## config.mk

```make
export PLATFORM = sky130hd
export DESIGN_NAME = avst_field_filter_flat
export DESIGN_NICKNAME = d
export VERILOG_FILES = /design/src/rtl/avst_field_filter_if.sv /design/src/rtl/avst_field_filter.sv /design/src/flat_wrapper.sv
export SDC_FILE = /design/constraint.sdc
export NUM_CORES = 1
export LEC_CHECK = 0
export ABC_AREA = 1
export CORE_MARGIN = 2
export CORE_UTILIZATION = 45
export DETAILED_ROUTE_END_ITERATION = 16
export GPL_TIMING_DRIVEN = 0
export PLACE_DENSITY_LB_ADDON = 0.3
export SETUP_SLACK_MARGIN = 0.2
export SYNTH_ARGS = -nofsm -noshare
export SYNTH_HDL_FRONTEND = slang
export SYNTH_SLANG_ARGS = --single-unit
```

## constraint.sdc

```tcl
create_clock -name clock -period 3.25 [get_ports clock]
set_clock_uncertainty 0.15 [all_clocks]
set_input_delay 0.65 -clock clock [delete_from_list [all_inputs] [get_ports clock]]
set_output_delay 0.65 -clock clock [all_outputs]
set_load 0.01 [all_outputs]
```

## src/rtl/avst_field_filter_if.sv

```systemverilog
// avst_field_filter_if
//   One Avalon-ST stream: data, valid, ready, startofpacket, endofpacket.
//   master : drives data/valid/startofpacket/endofpacket, receives ready
//   slave  : receives data/valid/startofpacket/endofpacket, drives ready
interface avst_field_filter_if #(
   parameter int DATA_WIDTH = 8
);
   logic [DATA_WIDTH-1:0] data;
   logic                  valid;
   logic                  ready;
   logic                  startofpacket;
   logic                  endofpacket;

   modport master (output data, valid, startofpacket, endofpacket, input ready);
   modport slave  (input data, valid, startofpacket, endofpacket, output ready);
endinterface

```

## src/rtl/avst_field_filter.sv

```systemverilog
// avst_field_filter
//   Sits in front of a deinterlacer. Control packets are buffered so that the
//   field type in beat 9 can be examined before anything is emitted. F1 fields
//   (control packet plus the following video packets) are discarded; F0,
//   progressive and ancillary packets are forwarded. Video packets are
//   length-checked against one field of WIDTH x HEIGHT/2 pixels plus header.
// Ports
//   clock, reset    : sole clock, asynchronous active-high reset
//   din             : Avalon-ST video sink (interlaced fields)
//   dout            : Avalon-ST source towards the deinterlacer (one register stage)
//   fields_kept     : wrapping count of forwarded F0/progressive video packets
//   fields_dropped  : wrapping count of discarded F1 video packets
//   len_err         : sticky video packet length mismatch flag
module avst_field_filter #(
   parameter int SYMBOLS_PER_BEAT = 1,
   parameter int BITS_PER_SYMBOL  = 8,
   parameter int WIDTH            = 640,
   parameter int HEIGHT           = 480
) (
   input  logic                clock,
   input  logic                reset,
   avst_field_filter_if.slave  din,
   avst_field_filter_if.master dout,
   output logic [15:0]         fields_kept,
   output logic [15:0]         fields_dropped,
   output logic                len_err
);
   localparam int          DATA_WIDTH = SYMBOLS_PER_BEAT * BITS_PER_SYMBOL;
   localparam logic [19:0] N_BEATS    = 20'(1 + (WIDTH * HEIGHT) / 2);

   typedef enum logic [2:0] {IDLE, CTRL_CAPTURE, CTRL_EMIT, PASS, DROP} state_t;
   state_t state, state_nxt;

   logic [DATA_WIDTH-1:0] cap_buf [10];
   logic [3:0]            cap_cnt;
   logic                  cap_eop;
   logic [3:0]            emit_idx;
   logic [19:0]           beat_cnt;
   logic                  vid_pkt;     // current packet is video and still counted
   logic                  drop_flag;
   logic                  ready_en;    // holds din.ready low until the first edge after reset
   logic                  out_valid, out_sop, out_eop;
   logic [DATA_WIDTH-1:0] out_data;
   logic                  rdy;

   logic       out_free, accept, idle_sop, is_ctrl, is_video, drop_start;
   logic       cap_beat, cap_end, cap_f1, fwd_beat, fwd_eop, vid_beat, vid_end;
   logic       len_bad, force_cut, emit_fire, emit_last;
   logic [3:0] cap_pos;
   logic [19:0] cnt_now;

   assign out_free   = !out_valid || dout.ready;
   assign accept     = din.valid && rdy;
   assign idle_sop   = (state == IDLE) && accept && din.startofpacket;
   assign is_ctrl    = (din.data[3:0] == 4'hF);
   assign is_video   = (din.data[3:0] == 4'h0);
   assign drop_start = idle_sop && is_video && drop_flag;

   assign cap_beat = accept && ((state == CTRL_CAPTURE) || (idle_sop && is_ctrl));
   assign cap_pos  = (state == CTRL_CAPTURE) ? cap_cnt : 4'd0;
   assign cap_end  = cap_beat && (din.endofpacket || (cap_pos == 4'd9));
   // Beat 9 carries the field type: bit3 = interlaced, bit2 = F1
   assign cap_f1   = (cap_pos == 4'd9) && din.data[3] && din.data[2];

   assign fwd_beat  = accept && ((state == PASS) ||
                      (idle_sop && !is_ctrl && !(is_video && drop_flag)));
   assign vid_beat  = fwd_beat && ((state == IDLE) ? is_video : vid_pkt);
   assign cnt_now   = (state == IDLE) ? 20'd1 : beat_cnt + 20'd1;
   assign fwd_eop   = din.endofpacket || (vid_beat && (cnt_now == N_BEATS));
   assign vid_end   = vid_beat && (din.endofpacket || (cnt_now == N_BEATS));
   assign len_bad   = !(din.endofpacket && (cnt_now == N_BEATS));
   // Full field delivered but no eop yet: truncate here and swallow the rest
   assign force_cut = vid_beat && (cnt_now == N_BEATS) && !din.endofpacket;

   assign emit_fire = (state == CTRL_EMIT) && out_free;
   assign emit_last = (emit_idx == cap_cnt - 4'd1);

   assign din.ready          = rdy;
   assign dout.valid         = out_valid;
   assign dout.data          = out_data;
   assign dout.startofpacket = out_sop;
   assign dout.endofpacket   = out_eop;

   always_comb begin
      rdy = 1'b0;
      if (ready_en) begin
         case (state)
            IDLE, PASS:         rdy = out_free;
            CTRL_CAPTURE, DROP: rdy = 1'b1;
            default:            rdy = 1'b0;
         endcase
      end
   end

   always_ff @(posedge clock or posedge reset) begin
      if (reset) state <= IDLE;
      else       state <= state_nxt;
   end

   always_comb begin
      state_nxt = state;
      case (state)
         IDLE: if (idle_sop) begin
            if (is_ctrl)         state_nxt = cap_end ? CTRL_EMIT : CTRL_CAPTURE;
            else if (drop_start) state_nxt = din.endofpacket ? IDLE : DROP;
            else if (!fwd_eop)   state_nxt = PASS;
         end
         CTRL_CAPTURE: if (cap_end) begin
            if (cap_f1) state_nxt = din.endofpacket ? IDLE : DROP;
            else        state_nxt = CTRL_EMIT;
         end
         CTRL_EMIT: if (emit_fire && emit_last) state_nxt = cap_eop ? IDLE : PASS;
         PASS:      if (fwd_beat && fwd_eop) state_nxt = force_cut ? DROP : IDLE;
         DROP:      if (accept && din.endofpacket) state_nxt = IDLE;
         default:   state_nxt = IDLE;
      endcase
   end

   always_ff @(posedge clock) begin
      if (cap_beat) cap_buf[cap_pos] <= din.data;
   end

   always_ff @(posedge clock or posedge reset) begin
      if (reset) begin
         ready_en       <= 1'b0;
         out_valid      <= 1'b0;
         out_sop        <= 1'b0;
         out_eop        <= 1'b0;
         out_data       <= '0;
         cap_cnt        <= 4'd0;
         cap_eop        <= 1'b0;
         emit_idx       <= 4'd0;
         beat_cnt       <= 20'd0;
         vid_pkt        <= 1'b0;
         drop_flag      <= 1'b0;
         fields_kept    <= 16'd0;
         fields_dropped <= 16'd0;
         len_err        <= 1'b0;
      end else begin
         ready_en <= 1'b1;

         if (fwd_beat) begin
            out_valid <= 1'b1;
            out_data  <= din.data;
            out_sop   <= (state == IDLE);
            out_eop   <= fwd_eop;
         end else if (emit_fire) begin
            out_valid <= 1'b1;
            out_data  <= cap_buf[emit_idx];
            out_sop   <= (emit_idx == 4'd0);
            out_eop   <= cap_eop && emit_last;
         end else if (dout.ready) begin
            out_valid <= 1'b0;
         end

         if (cap_beat) begin
            cap_cnt  <= cap_pos + 4'd1;
            emit_idx <= 4'd0;
            if (cap_end) begin
               cap_eop   <= din.endofpacket;
               drop_flag <= cap_f1;
            end
         end
         if (emit_fire) emit_idx <= emit_idx + 4'd1;

         if (fwd_beat) beat_cnt <= cnt_now;
         if (idle_sop) vid_pkt <= is_video;
         if (force_cut) vid_pkt <= 1'b0;

         if (vid_end) fields_kept <= fields_kept + 16'd1;
         if (vid_end && len_bad) len_err <= 1'b1;
         if ((drop_start && din.endofpacket) ||
             ((state == DROP) && accept && din.endofpacket && vid_pkt))
            fields_dropped <= fields_dropped + 16'd1;
      end
   end
endmodule
```

## src/flat_wrapper.sv

```systemverilog
// flat-port wrapper written by rule: the top's interface ports become plain ports
module avst_field_filter_flat 
#(
   parameter int SYMBOLS_PER_BEAT = 1,
   parameter int BITS_PER_SYMBOL  = 8,
   parameter int WIDTH            = 640,
   parameter int HEIGHT           = 480
)
  (clock, reset, fields_kept, fields_dropped, len_err, din_data, din_valid, din_startofpacket, din_endofpacket, din_ready, dout_data, dout_valid, dout_startofpacket, dout_endofpacket, dout_ready);
  avst_field_filter_if din_i ();
  avst_field_filter_if dout_i ();
  input  logic clock;
  input  logic reset;
  output logic [15:0] fields_kept;
  output logic [15:0] fields_dropped;
  output logic len_err;
  input wire logic [$bits(din_i.data)-1:0] din_data;
  input wire logic [$bits(din_i.valid)-1:0] din_valid;
  input wire logic [$bits(din_i.startofpacket)-1:0] din_startofpacket;
  input wire logic [$bits(din_i.endofpacket)-1:0] din_endofpacket;
  output wire logic [$bits(din_i.ready)-1:0] din_ready;
  output wire logic [$bits(dout_i.data)-1:0] dout_data;
  output wire logic [$bits(dout_i.valid)-1:0] dout_valid;
  output wire logic [$bits(dout_i.startofpacket)-1:0] dout_startofpacket;
  output wire logic [$bits(dout_i.endofpacket)-1:0] dout_endofpacket;
  input wire logic [$bits(dout_i.ready)-1:0] dout_ready;
  assign din_i.data = din_data;
  assign din_i.valid = din_valid;
  assign din_i.startofpacket = din_startofpacket;
  assign din_i.endofpacket = din_endofpacket;
  assign din_ready = din_i.ready;
  assign dout_data = dout_i.data;
  assign dout_valid = dout_i.valid;
  assign dout_startofpacket = dout_i.startofpacket;
  assign dout_endofpacket = dout_i.endofpacket;
  assign dout_i.ready = dout_ready;
  avst_field_filter #(.SYMBOLS_PER_BEAT(SYMBOLS_PER_BEAT), .BITS_PER_SYMBOL(BITS_PER_SYMBOL), .WIDTH(WIDTH), .HEIGHT(HEIGHT)) u_core (.clock(clock), .reset(reset), .din(din_i), .dout(dout_i), .fields_kept(fields_kept), .fields_dropped(fields_dropped), .len_err(len_err));
endmodule
```

Word level (Yosys, flattened, before mapping)
Memory sizes are Yosys's and may differ from the RTL's.
Cells that the tools add are included.
{ "word_totals": {"reg_bits": 79, "latchBits": 0, "ramBits": 80, "mem_bits_ro": 0, "in_bits": 14, "out_inout_bits": 45, "elab_cells": 122, "n_memories": 1} }
{ "op_classes": {"n_addsub": 6, "n_mul": 0, "div_mod_pow": 0, "magnitude_cmp": 0, "eq_ne": 14, "n_shift": 0, "mux": 34, "n_bitwise": 0, "n_reduce_logical": 52} }
{ "mem_list": {"columns": ["memory", "words", "word_bits", "rd", "rd_clocked_by_memory_dff", "wr", "line", "source"], "rows": [
  ["u_core.cap_buf", 10, 8, 1, 0, 1, "avst_field_filter.sv:34", "logic [DATA_WIDTH-1:0] cap_buf [10];"]
]} }
{ "ops": {"columns": ["operator", "n"], "rows": [
  ["$mux 3", 11],
  ["$add 16x1->16 const B", 2],
  ["$logic_and 1x1->1", 29],
  ["$add 20x1->20 const B", 1],
  ["$eq 20x18->1 const B", 1],
  ["$mux 20", 1],
  ["$mux 8", 2],
  ["$pmux 3 s5", 1],
  ["$mux 1", 13],
  ["$mux 4", 3],
  ["$add 4x1->4 const B", 2],
  ["$eq 4x4->1 const B", 2],
  ["$logic_not 4->1", 2],
  ["$logic_or 1x1->1", 7],
  ["$eq 3x2->1 const B", 2],
  ["$ne 2x1->1 const B", 3],
  ["$reduce_and 6->1", 1],
  ["$reduce_bool 2->1", 3],
  ["$logic_not 1->1", 5],
  ["$eq 4x4->1", 1],
  ["$mux 2", 2],
  ["$ne 2x2->1 const B", 2],
  ["$ne 4x2->1 const B", 1],
  ["$reduce_or 2->1", 2],
  ["other kinds (7)", 7]
]} }

Longest topological paths before layout
{ "depth": {"depth_word": 19, "depth_mapped": 18} }

Least setup slack after synthesis
OpenSTA, ideal clock, no wires.
{ "synth_timing": {"kind": "input to register", "from": "input din_data[0]", "to": "memory u_core.cap_buf[8][0], enable pin", "setup_time_ns": 0.395, "t_arrival_ns": 2.379, "slack_ns": 0.326, "stages": 7, "path_buffers": 1, "cell_sequence": "inv_1 nor3_1 inv_1 o21ai_1 nand2_1 clkbuf_1 nor4_1"} }
{ "synth_between": {"elab_chain_len": 6} }
{ "synth_rtl": {"columns": ["item", "line", "source"], "rows": [
  ["start, declared", "flat_wrapper.sv:17", "input wire logic [$bits(din_i.data)-1:0] din_data;"],
  ["$eq 4x4->1", "avst_field_filter.sv:55", "assign is_ctrl = (din.data[3:0] == 4'hF);"],
  ["$logic_and 1x1->1", "avst_field_filter.sv:59", "assign cap_beat = accept && ((state == CTRL_CAPTURE) || (idle_sop && is_ctrl));"],
  ["$logic_or 1x1->1", "avst_field_filter.sv:59", null],
  ["$logic_and 1x1->1", "avst_field_filter.sv:59", null],
  ["$mux 1", "avst_field_filter.sv:120", "if (cap_beat) cap_buf[cap_pos] <= din.data;"],
  ["$mux 1 (not written as such)", "avst_field_filter.sv:120", null],
  ["end, declared", "avst_field_filter.sv:34", null]
]} }
Every way passes these cells.

Worst setup path in the final report
{ "layout_timing": {"from": "input dout_ready", "to": "memory u_core.cap_buf[3][6], enable pin"} }
{ "layout_between": {"elab_chain_len": 11} }
{ "layout_rtl": {"columns": ["item", "line", "source"], "rows": [
  ["start, declared", "flat_wrapper.sv:26", "input wire logic [$bits(dout_i.ready)-1:0] dout_ready;"],
  ["$logic_or 1x1->1 (*)", "avst_field_filter.sv:52", "assign out_free = !out_valid || dout.ready;"],
  ["$pmux 1 s2 (*)", "avst_field_filter.sv:87", "case (state)"],
  ["$mux 1 (*)", "avst_field_filter.sv:86", "if (ready_en) begin"],
  ["$logic_and 1x1->1 (*)", "avst_field_filter.sv:53", "assign accept = din.valid && rdy;"],
  ["$logic_and 1x1->1 (2 in a row)", "avst_field_filter.sv:54", "assign idle_sop = (state == IDLE) && accept && din.startofpacket;"],
  ["$logic_and 1x1->1", "avst_field_filter.sv:59", null],
  ["$logic_or 1x1->1", "avst_field_filter.sv:59", null],
  ["$logic_and 1x1->1 (*)", "avst_field_filter.sv:59", null],
  ["$mux 1 (*)", "avst_field_filter.sv:120", null],
  ["$mux 1 (not written as such) (*)", "avst_field_filter.sv:120", null]
]} }
Every way passes the cells marked *; elsewhere a longest branch is shown, timed or not.

==> metrics <==
outcome complete, no violations; critical path type input pin to flop; worst hold slack across all endpoints around 0.32 ns; compound-cell area share of the yosys netlist about a tenth; cell count after synthesis 870; Cells after DPL roughly 1200; critical path data required time 3.21 ns; final-report hold violation count 0; number of buffers added by the clock tree synthesis step 17; via count of the first global-routing pass around 6200; total area of multi-input combinational cells about 3300 sq um; CP startpoint kind input pin; unrepaired setup endpoints after global routing false; power density over the cells slightly below 700 nW/um^2; number of vias per cell approximately 5.3; WL final ~20000 microns; starting density of the core between 40% and 50%; cell taking the most area after synthesis sky130_fd_sc_hd__edfxtp_1; cell-by-cell trace of the critical path clkdlybuf4s50_1 -> nor2_1 -> nand3_1 -> nand3_2 -> nor2_4 -> nand2_2 -> o21ai_1 -> nand2_1 -> inv_1 -> nand2_1 -> nor2_4; area after detailed placement 8867 sq um; Slowest-stage cell, CP sky130_fd_sc_hd__clkdlybuf4s50_1; number of H-tree levels 4; overall die height roughly 140 microns; yosys synthesis warning count 0; peak fanout along the critical path 8; final count of negative-setup-slack endpoints 0; share of the synthesized area in the top cell type between 30% and 40%; cell area after layout between 9000 and 10000 sq um; combined area of all synthesized cells 7969 sq um; GP Congestion between 0.8 and 0.9; storage element area 4379 sq um; path class of the lowest-slack min-delay path flop to flop; actual transition at the worst max-transition pin just over 1 ns; diode count 0; worst path buffer plus inverter count 2; overall overflow remaining after global route 0; wire length per cell after detailed routing between 15 and 20 microns; half-perimeter wire length after detailed placement about 13000 microns; Leak Pwr 3.888 nW; clock tree from TritonCTS yes; number of buffers on the longest clock path 2; buffer cell driving the clock tree root sky130_fd_sc_hd__clkbuf_16; peak supply drop around 0.00041 V; P&R area growth vs syn 21.37%; PortBufs 58; number of distinct library cells after synthesis 45; number of placement rows 48; FFs w/ async S/R, synth between 40% and 50%; hold_buf cts 0; Horiz. Die Dim approximately 140 microns; Detailed Routing Iterations Pass 1 5; # fillers 1495; global-route total usage across every layer between 20% and 30%; Final Max Slew Viols 0; library cell with the highest instance count after synthesis sky130_fd_sc_hd__nand2_1; Initial DRC Count 548; data arrival at the endpoint of the critical path between 2 and 3 ns; synth top area cells sky130_fd_sc_hd__edfxtp_1 30%, sky130_fd_sc_hd__dfrtp_1 25%, sky130_fd_sc_hd__nand2_1 8.9%; delay of the slowest cell on the worst path between 0.4 and 0.5 ns; Primary FF master, synth sky130_fd_sc_hd__edfxtp_1; pin count of the biggest net entering global routing 47; Commonest cells post-synth 189 x sky130_fd_sc_hd__nand2_1, 92 x sky130_fd_sc_hd__nor2_1, 80 x sky130_fd_sc_hd__edfxtp_1; Post-Synthesis Net Count a little under 900; fraction of layout instances using a drive strength above 1 ~12%; Ports 59; EDFF count, synth 80; CTS sink count approximately 160; adder and majority cell fraction of the synthesized area 1.570%; global-route wire length before repair between 30000 and 40000 microns; antenna violations before repair 0; final cell utilization of the core ~56%; Peak Freq roughly 350 MHz; max_slew headroom roughly 32%; area of the placeable core between 15000 and 20000 sq um; sequential share of the synthesized area about 55%; mean instance size in the synthesized netlist 9.160 sq um; overall die area around 19000 sq um; number of antenna-violating nets in the routed design 0; DRC 0; mux cell area share after synthesis less than 1%; ratio of final minimum period to clock period about nine tenths; clock latency on the worst-skew pair about 0.43 ns; number of register bits inferred by synthesis 159; maximum capacitance violations 0; largest family of logic cells by synthesized area simple AND/OR/NAND/NOR gates; XOR/XNOR Fraction of Synth Area about 3.8%; Worst-path clk slew about 0.070 ns; post-route minimum period ~2.9 ns; number of vias after detailed routing between 6000 and 7000; simple-gate share of the synthesized area between 20% and 30%; # nets final between 900 and 1000; filler-free cell count of the finished design 1196; kind of capture point of the worst setup path flop; kind of cell adding the most delay to the critical path simple AND/OR/NAND/NOR gates
[metal layers]
metal	vias up	wire [microns]	GRT usage (%)
li1	3116	-	-
met1	3035	8883	30.70
met2	201	9743	36.65
met3	33	982	5.704
met4	0	396	6.586
met5	-	0	0
[final timing paths]
kind / endpoint / cells after the start / from / slack [ns]
worst max-delay path: u_core.cap_buf[3][6] / 11 / dout_ready / 0.38
max in group asynchronous: u_core.beat_cnt[6] / 3 / reset / 1.94
min in group asynchronous: u_core.fields_kept[13] / 2 / reset / 0.43
worst min-delay path: u_core.fields_dropped[15] / 1 / u_core.fields_dropped[15] / 0.32
worst max register to register: u_core.state[1] / 15 / u_core.state[2] / 0.41
worst min register to register: u_core.fields_dropped[15] / 1 / u_core.fields_dropped[15] / 0.32
[cells by family (layout without fill, tap and decap cells)]
family | count (synthesis) | count (layout)
and+or+nand+nor | 424 | 424
DFF | 159 | 159
AOI/OAI and AO/OA | 130 | 130
buffers and inverters | 110 | 211
xor gates and xnor gates | 35 | 35
adders and majority gates | 10 | 10
other | 1 | 1
muxes | 1 | 1
[sequential cells by signal, indices dropped and copies added, names as in the netlist]
name / cells
u_core.dout.data: 8
u_core.cap_eop: 1
u_core.fields_kept: 16
u_core.dout.valid: 1
u_core.len_err: 1
u_core.dout.startofpacket: 1
u_core.cap_buf: 80
u_core.beat_cnt: 20
u_core.emit_idx: 4
u_core.state: 3
u_core.drop_flag: 1
u_core.vid_pkt: 1
u_core.cap_cnt: 4
u_core.ready_en: 1
u_core.dout.endofpacket: 1
u_core.fields_dropped: 16
[per-stage QoR]
| stage | TNS [ns] | worst slack (ns) | total power, mW |
|---|---|---|---|
| 6_report | 0 | 0.3783 | 6.536 |
| 5_1_grt | 0 | 0.1882 | 6.918 |
| 4_1_cts | 0 | 0.2575 | 6.538 |
| 3_5_place_dp | -88.77 | -1.283 | 4.527 |
| 3_3_place_gp | -163.27 | -1.209 | 4.476 |
| 2_1_floorplan | 0 | 0.3263 | 3.795 |
[cells in the final DEF, fill, tap and decap left out, types with 11 or more instances in the layout]
cell,Yosys,routed
sky130_fd_sc_hd__nor3_1,19,12
sky130_fd_sc_hd__nand3_1,62,62
sky130_fd_sc_hd__edfxtp_1,80,80
sky130_fd_sc_hd__o22ai_1,18,18
sky130_fd_sc_hd__nand2_1,189,189
sky130_fd_sc_hd__nor2_4,8,11
sky130_fd_sc_hd__dfrtp_1,79,79
sky130_fd_sc_hd__clkdlybuf4s50_1,0,54
sky130_fd_sc_hd__clkbuf_1,20,19
sky130_fd_sc_hd__inv_1,77,76
sky130_fd_sc_hd__xor2_1,25,25
sky130_fd_sc_hd__o21ai_0,79,79
sky130_fd_sc_hd__nor2_1,92,89
sky130_fd_sc_hd__clkbuf_16,0,17
sky130_fd_sc_hd__nand4_1,19,19
[final cells by class]
cell class	instances	share of cell area (%)
Timing Repair Buffer	69	7.244
Tap cell	225	2.911
Sequential cell	159	45.28
Buffer	25	1.138
Clock inverter	14	1.734
Clock buffer	18	4.437
Inverter	85	3.325
Multi-Input combinational cell	601	33.93
[power by group]
| group | switching, mW | total [mW] | internal, mW |
|---|---|---|---|
| Combinational | 1.42 | 2.13 | 0.712 |
| Sequential | 0.154 | 2.44 | 2.29 |
| Clock | 0.933 | 1.97 | 1.03 |
| Total | 2.50 | 6.54 | 4.03 |
[repair_timing]
action,CTS,global route
setup buffers,10,0
setup endpoints to repair,112,39
gates resized for setup,24,12
pin swaps,7,0
No activity file was read; power rests on OpenSTA's default activity.
